File: config.mk
export PLATFORM = sky130hd
export DESIGN_NAME = booth_mult
export DESIGN_NICKNAME = d
export VERILOG_FILES = /design/src/rtl/booth_mult.sv
export SDC_FILE = /design/constraint.sdc
export NUM_CORES = 1
export LEC_CHECK = 0
export CAP_MARGIN = 15
export CORE_MARGIN = 5
export CORE_UTILIZATION = 31
export DETAILED_ROUTE_END_ITERATION = 8
export GPL_TIMING_DRIVEN = 0
export SLEW_MARGIN = 5
export SYNTH_ARGS = -nofsm -noshare
export SYNTH_HDL_FRONTEND = slang
export SYNTH_SLANG_ARGS = --single-unit
File: constraint.sdc
create_clock -name clock -period 6.2 [get_ports clock]
set_input_delay 1.24 -clock clock [delete_from_list [all_inputs] [get_ports clock]]
set_output_delay 1.24 -clock clock [all_outputs]
set_load 0.1 [all_outputs]
File: src/rtl/booth_mult.sv
// Iterative 32-bit signed radix-2 Booth multiplier with a shared 32-bit CLA.
// Result is the low 32 bits of A*B; exception flags a product needing >32 bits.

// 4-bit carry-lookahead block: all internal carries are computed from cin in parallel
module cla4 (
  input  logic [3:0] a,
  input  logic [3:0] b,
  input  logic       cin,
  output logic [3:0] sum,
  output logic       cout
);
  logic [3:0] g, p;
  logic [4:0] c;

  // generate/propagate and flattened lookahead carries
  always_comb begin
    g    = a & b;
    p    = a ^ b;
    c[0] = cin;
    c[1] = g[0] | (p[0] & cin);
    c[2] = g[1] | (p[1] & g[0]) | (p[1] & p[0] & cin);
    c[3] = g[2] | (p[2] & g[1]) | (p[2] & p[1] & g[0]) | (p[2] & p[1] & p[0] & cin);
    c[4] = g[3] | (p[3] & g[2]) | (p[3] & p[2] & g[1]) | (p[3] & p[2] & p[1] & g[0])
         | (p[3] & p[2] & p[1] & p[0] & cin);
    sum  = p ^ c[3:0];
    cout = c[4];
  end
endmodule

// 32-bit adder: eight lookahead blocks chained block-to-block
module cla32 (
  input  logic [31:0] a,
  input  logic [31:0] b,
  input  logic        cin,
  output logic [31:0] sum,
  output logic        cout
);
  logic [8:0] c;
  assign c[0] = cin;
  assign cout = c[8];

  genvar k;
  generate
    for (k = 0; k < 8; k++) begin : g_blk
      cla4 u_blk (
        .a   (a[4*k+3:4*k]),
        .b   (b[4*k+3:4*k]),
        .cin (c[k]),
        .sum (sum[4*k+3:4*k]),
        .cout(c[k+1])
      );
    end
  endgenerate
endmodule

module booth_mult (
  input  logic        clock,
  input  logic        reset_n,
  input  logic        ctrl_mult,
  input  logic [31:0] data_operandA,
  input  logic [31:0] data_operandB,
  output logic [31:0] data_result,
  output logic        data_exception,
  output logic        data_resultRDY,
  output logic        busy
);
  typedef enum logic [1:0] {IDLE = 2'd0, RUN = 2'd1, DONE = 2'd2} state_t;

  state_t      state, state_nx;
  logic [31:0] m, hi, lo;
  logic        qm1;
  logic [4:0]  cnt;

  logic [31:0] addend, sum;
  logic        c0, ovf, add_cout_unused;

  // Booth recode of {LO[0],Qm1}: subtract is ~M with carry-in
  always_comb begin
    addend = 32'd0;
    c0     = 1'b0;
    case ({lo[0], qm1})
      2'b01:   addend = m;
      2'b10: begin addend = ~m; c0 = 1'b1; end
      default: ;
    endcase
  end

  cla32 u_add (
    .a   (hi),
    .b   (addend),
    .cin (c0),
    .sum (sum),
    .cout(add_cout_unused)
  );

  // S[31] is wrong when the add overflowed; flip it to shift in the true sign
  assign ovf = (hi[31] == addend[31]) && (sum[31] != hi[31]);

  // state register
  always_ff @(posedge clock or negedge reset_n) begin
    if (!reset_n) state <= IDLE;
    else          state <= state_nx;
  end

  // next state: a start wins from any state, aborting any run in flight
  always_comb begin
    state_nx = state;
    if (ctrl_mult) state_nx = RUN;
    else begin
      case (state)
        RUN:     if (cnt == 5'd31) state_nx = DONE;
        DONE:    state_nx = IDLE;
        default: state_nx = IDLE;
      endcase
    end
  end

  // status outputs decoded straight from state
  always_comb begin
    busy           = (state == RUN);
    data_resultRDY = (state == DONE);
  end

  // datapath: operand capture, one add/shift per RUN cycle
  always_ff @(posedge clock or negedge reset_n) begin
    if (!reset_n) begin
      m   <= '0;
      hi  <= '0;
      lo  <= '0;
      qm1 <= 1'b0;
      cnt <= '0;
    end else if (ctrl_mult) begin
      m   <= data_operandA;
      hi  <= '0;
      lo  <= data_operandB;
      qm1 <= 1'b0;
      cnt <= '0;
    end else if (state == RUN) begin
      hi  <= {sum[31] ^ ovf, sum[31:1]};
      lo  <= {sum[0], lo[31:1]};
      qm1 <= lo[0];
      cnt <= cnt + 5'd1;
    end
  end

  // result latch on the DONE edge, even if a restart lands on the same edge
  always_ff @(posedge clock or negedge reset_n) begin
    if (!reset_n) begin
      data_result    <= '0;
      data_exception <= 1'b0;
    end else if (state == DONE) begin
      data_result    <= lo;
      data_exception <= (hi != {32{lo[31]}});
    end
  end
endmodule

# Word level (Yosys, flattened, before mapping)

Index checks and enable logic that the tools add are counted.

Bits in registers: 137
Bits of input ports: 67
Output and inout bits: 35
Logic and storage cells: 256

Add/sub/neg operators: 1
Equal/unequal tests: 9
Muxes and demuxes: 13
Bitwise operators: 223
Reduce and logical (&&, ||, !) cells: 2

Operators with widths:

| operator            | number |
|---|---|
| $mux 32             | 4 |
| $and 1x1->1         | 121 |
| $or 1x1->1          | 76 |
| $pmux 32 s2         | 1 |
| $xor 4x4->4         | 16 |
| $ne 32x32->1        | 1 |
| $not 32->32         | 1 |
| $and 4x4->4         | 7 |
| $mux 5              | 2 |
| $mux 2              | 3 |
| $add 5x1->5 const B | 1 |
| $eq 5x5->1 const B  | 1 |
| $eq 2x1->1 const B  | 2 |
| $eq 2x2->1 const B  | 2 |
| $and 3x3->3         | 1 |
| $mux 1              | 3 |
| $ne 3x2->1 const B  | 1 |
| $reduce_bool 2->1   | 1 |
| $eq 1x1->1          | 1 |
| $logic_and 1x1->1   | 1 |
| $ne 1x1->1          | 1 |
| $xor 1x1->1         | 1 |

# Depth between registers and ports, before layout

Depth after elaboration: 28
Depth in mapped cells: 17
Gate-level depth less buffers: 15

# Modules after synthesis

Synthesis repeated with hierarchy kept, for this count alone.

Cells, all modules: 729
Area, all modules: 7039.3 um2

Modules (own cells, without submodules):

| module     | instances | cells each | area an instance (um2) | sequential area each (um2) |
|---|---|---|---|---|
| booth_mult | 1         | 625        | 5978.2                 | 3428.3 |
| cla4       | 8         | 13         | 132.6                  | 0.0 |

# Worst setup path before layout

Ideal clock, no wire load.

Path kind: register to register
Start point: reg lo[0]
End point: reg hi[28]
Setup time: 0.097 ns
Arrival: 3.211 ns
Data required time: 6.103 ns
Slack: 2.892 ns
Cell stages (with the launch flop): 18
Path buffers: 2
Period minus slack after synthesis: 3.308 ns
Path through: dfrtp_1 nor2b_1 clkbuf_1 clkbuf_1 nand2_1 o21ai_0 ha_1 a21oi_2 nand3_1 a32oi_2 a21oi_1 a21oi_2 a21oi_1 o21ai_0 nand2b_1 fa_1 xnor2_1 a211oi_1

Longest elaborated chain between the ends: 25
Elaborated cells between the ends (all ways): 102
Classes of those cells: eq/ne: 2; mux: 4; bitwise: 96

RTL lines:

| what                                              | RTL line | source |
|---|---|---|
| from (decl)                                       | 70       | `logic [31:0] m, hi, lo;` |
| from (signal assigned)                            | 135      | `lo <= data_operandB;` |
| from (signal assigned)                            | 140      | `lo <= {sum[0], lo[31:1]};` |
| $eq 2x2->1 / $eq 2x1->1 (equally long branches)   | 81       | `case ({lo[0], qm1})` |
| $pmux 32 s2                                       | 81       |  |
| $xor 4x4->4 / $and 4x4->4 (equally long branches) | 18, 17   |  |
| $and 1x1->1, on equally long branches             | 23, 24   |  |
| $or 1x1->1 (tied with other cells) (2 in series)  | 23       | `c[4] = g[3] \| (p[3] & g[2]) \| (p[3] & p[2] & g[1]) \| (p[3] & p[2] & p[1] & g[0])` |
| $or 1x1->1 / $and 1x1->1 (equally long branches)  | 23, 24   |  |
| $or 1x1->1                                        | 24       | `\| (p[3] & p[2] & p[1] & p[0] & cin);` |
| $and 1x1->1                                       | 24       |  |
| (+8 left out)                                     | n/a      |  |
| $or 1x1->1                                        | 24       |  |
| $and 1x1->1                                       | 24       |  |
| $or 1x1->1                                        | 24       |  |
| $and 1x1->1                                       | 20       | `c[1] = g[0] \| (p[0] & cin);` |
| $or 1x1->1                                        | 20       |  |
| $xor 4x4->4 (*)                                   | 25       | `sum = p ^ c[3:0];` |
| $mux 32 (*)                                       | 138      | `end else if (state == RUN) begin` |
| $mux 32 (*)                                       | 132      | `end else if (ctrl_mult) begin` |
| to (signal assigned)                              | 139      | `hi <= {sum[31] ^ ovf, sum[31:1]};` |
| to (decl)                                         | 70       |  |

Every way passes the cells marked *; elsewhere a longest branch is shown, timed or not. The select of a mux whose other input is x is not followed.
A chain may end at the register's enable or synchronous reset.

# Worst setup path in the final report

Start point: reg state[1]
End point: out busy

Longest elaborated chain between the ends: 1

RTL lines:

| what                   | RTL line | source |
|---|---|---|
| from (decl)            | 69       | `state_t state, state_nx;` |
| from (signal assigned) | 102      | `else state <= state_nx;` |
| $eq 2x1->1             | 120      | `busy = (state == RUN);` |
| to (decl)              | 65       | `output logic busy` |

No other way between the ends.

==> summary.txt <==
=====================================================================================
Critical path cell sequence                                              nand2b_1 > inv_2 > clkbuf_1 > clkdlybuf4s50_1
Initial antenna violation count                                                     3
Remaining max-slew budget at the tightest pin                                  32.25%
Worst clock skew on the final layout                                      0.008317 ns
Post-route fraction of the period consumed by the critical path                67.37%
Most used DFF post-synth                                                      dfrtp_1
Largest stage delay, worst path                                               1.27 ns
Synthesized area per cell                                                  10.28 um^2
Count of cell instances traversed by the critical path                              4
Area of the mapped netlist                                               0.007203 mm^2
Final core occ                                                                 40.42%
Worst setup path class                                                   flip-flop to primary output
Vias in the first global route                                                   5676
Number of hold violations in the final report                                       0
Worst ir drop on vdd                                                        0.1254 mV
Root Buffer                                                                 clkbuf_16
Core Box Area                                                            0.02278 mm^2
Global-route wire length before repair                                       30320 um
Beginning of the worst hold path                                         data_exception
Overall power after layout                                                    2693 uW
Critical path data required time                                              4.96 ns
Diode count                                                                         0
Critical path endpoint category                                          primary output
Number of register bits inferred by synthesis                                     137
Number of nets in the layout                                                      928
Max cap viols                                                                       0
Worst hold path type                                                     flip-flop to flip-flop
Clock insertion delay at the later pin of the skew report                     0.42 ns
Remaining design rule violation count                                               0
Worst path bufs/invs                                                                3
Count of endpoints failing setup in the final report                                0
Setup repair after global routing missed its margin                             false
Die Span Y                                                                   162.4 um
Number of pins exceeding their max-slew limit in the final report                   0
TritonCTS clock tree                                                            built
Synth Area in Compound Gates                                                   12.68%
Drt initial violations                                                            346
Total Die Area                                                           0.02639 mm^2
CTS H-Tree Depth                                                                    4
Initial Util                                                                   31.62%
Startpoint types                                                            flip-flop
Via density                                                                     4.870
Antenna violation net count after detailed routing                                  0
Power density over the cells                                             292.5 mW/mm^2
Adder-Cell Fraction of Synth Area                                              7.678%
Fmax achieved                                                              0.2394 GHz
Clock network fraction of total power                                           37.7%
CP top delay family                                                      buffers and inverters
Part of the power in combinational logic                                        21.1%
Horizontal die dimension                                                     162.4 um
Floorplan row count                                                                55
Minimum clock period                                                         4.177 ns
Multiplexer share of the synthesized area                                      14.31%
Share of synthesized registers carrying an async set or reset                  100.0%
Crit path max-delay cell type                                            clkdlybuf4s50_1
Internal power                                                                1855 uW
R2R cell count                                                                     17
Detailed-routing iteration count for the pre-antenna-repair pass                    4
Slew at the pin with the worst max-slew slack                                1.013 ns
Vias after detailed routing                                                      5586
Cells after synthesis                                                             701
Dominant combinational cell family by area after synthesis               multiplexers
Largest net degree at the start of global routing                                  80
Count of cells resized by post-cts repair                                           0
Final HPWL from detailed placement                                           13240 um
CP Launch Point                                                              state[1]
Total leakage power                                                       0.004049 uW
Number of nets in the synthesized netlist                                         808
R2r startpoint                                                                  lo[0]
Number of distinct library cells after synthesis                                   44
Area growth syn-to-layout                                                      27.83%
Total gr overflow                                                                   0
TritonCTS Sinks                                                                   137
CP max FO                                                                          10
Buffers inserted during post-CTS setup optimization                                 0
Count of hold-fix buffers inserted at cts                                           0
Reg-to-reg critical path endpoint                                              hi[28]
Number of I/O port buffers                                                        100
Fraction of final layout cells sized beyond drive strength 1                   12.23%
Total net switching power                                                    838.5 uW
Number of buffers inserted during clock tree synthesis                             17
Part of the total power dissipated in sequential elements                       41.1%
Fraction of synthesized cell area in xor and xnor cells                        3.161%
Setup slack of the most critical reg-to-reg path                              2.09 ns
Maximum count of clock buffers along a single path                                  2
Arrival time reported for the critical path endpoint                          2.94 ns
Number of warnings issued by yosys                                                  0
Routed Wire Length                                                           18730 um
Global router's overall resource usage                                         14.48%
Status                                                                   complete, no violations
Clock-pin slew of the registers on the worst-case setup and hold paths        0.07 ns
Post-synthesis share of cell area spent on and, or, nand and nor gates         12.23%
Fraction of power spent switching nets                                         31.14%
Proportion of synthesized chip area in sequential cells                        47.59%
Worst setup path end                                                             busy
I/O pin cnt                                                                       102
Gp weighted congestion                                                         0.8219
Number of enable-type register cells in the synthesized netlist                     0
Average wire per standard cell                                               16.33 um
=====================================================================================
## worst register-to-register path, stage by stage (launching register included)
cell and delay [ns]:
dfrtp_1 0.47, nor2b_1 0.14, clkbuf_1 0.26, clkbuf_1 0.44, nand2_1 0.10, o21ai_0 0.09
ha_1 0.30, a21oi_1 0.15, o21ai_0 0.19, a32oi_2 0.29, a21oi_1 0.12, a21oi_2 0.20
a21oi_1 0.11, o21ai_0 0.23, nand2b_1 0.11, fa_1 0.42, xnor2_1 0.14, a211oi_1 0.24
## cell families (layout without fill, tap and decap cells)
family | Yosys count | in the layout
compound gates | 158 | 158
xor+xnor | 26 | 26
fa+ha+maj | 40 | 40
buf+inv | 45 | 178
flops | 137 | 137
mux | 95 | 95
simple gates | 200 | 200
## routing by layer
metal / vias to the layer above / GRT usage, % / wire length [um]
li1: 2736 / - / -
met1: 2690 / 19.06 / 8616
met2: 119 / 22.74 / 8532
met3: 35 / 4.708 / 1194
met4: 6 / 4.498 / 352
met5: - / 0 / 33
## power groups by stage
| stage | Clock [uW] | Combinational, uW | Sequential [uW] |
|---|---|---|---|
| final | 1020 | 569 | 1110 |
| after global routing | 1070 | 651 | 1130 |
| after CTS | 1040 | 572 | 1110 |
| after detailed placement | 0 | 568 | 1120 |
| after global placement | 0 | 559 | 1120 |
| after floorplan | 0 | 416 | 1090 |
## worst min path at each step
stage                            to  slack (ns)  cells past startpoint
global placement     data_exception        0.47                      2
detailed placement   data_exception        0.48                      2
CTS                  data_exception        0.49                      2
global route        data_result[23]        0.52                      1
floorplan                    cnt[3]        0.50                      2
finish               data_exception        0.48                      2
## registers in the layout, summed over array words and instances (netlist names)
register        count
state               2
lo                 32
hi                 32
qm1                 1
m                  32
data_result        32
cnt                 5
data_exception      1
## through the flow
step	hold slack, ns	setup WS (ns)	setup TNS, ns	cells	area [um^2]
detailed placement	0.4774	2.046	0	1115	8625
CTS	0.4928	2.021	0	1147	9208
global placement	0.4659	-1.994	-271.26	1114	8596
finish	0.4834	2.023	0	1147	9208
floorplan	0.4971	2.892	0	701	7203
global route	0.5221	1.693	0	1147	9208
## cell type report
type / instances / area [um^2]
plain buffers: 38 / 142.6
clock inverters: 12 / 126.4
flip-flops and latches: 137 / 3428
clock buffers: 20 / 456.7
inverters: 7 / 26.28
fillers: 2242 / 13570
well taps: 313 / 391.6
multi-input cells: 519 / 3606
repair buffers: 101 / 1030
## Yosys cell counts, drive strengths merged, types with 3 or more instances
cell / n / area [um^2]
dfrtp: 137 / 3428
nand2: 119 / 446.7
o21ai: 73 / 365.4
mux2: 64 / 720.7
a21oi: 44 / 227.7
clkbuf: 33 / 123.9
ha: 33 / 412.9
mux2i: 31 / 310.3
nor2: 24 / 90.09
xnor2: 19 / 166.4
a21o: 10 / 75.07
nand3: 10 / 50.05
nand4: 9 / 56.30
nor3: 9 / 45.04
a211oi: 8 / 60.06
a31oi: 8 / 50.05
fa: 7 / 140.1
inv: 7 / 26.27
xor2: 7 / 61.31
nand2b: 6 / 37.54
nor4: 6 / 37.54
buf: 5 / 18.77
and3: 4 / 25.02
nor2b: 4 / 25.02
o211ai: 3 / 27.52
o21a: 3 / 22.52
or3: 3 / 18.77
## cell usage in the layout, fill, tap and decap left out, drive strengths merged, types with 10 or more instances in the layout
master / n
o21ai: 73
nand2: 119
a21oi: 44
inv: 15
a21o: 10
ha: 33
nor2: 24
clkbuf: 53
mux2i: 31
clkdlybuf4s50: 99
nand3: 10
dfrtp: 137
mux2: 64
xnor2: 19
No activity file was read; power rests on OpenSTA's default activity.
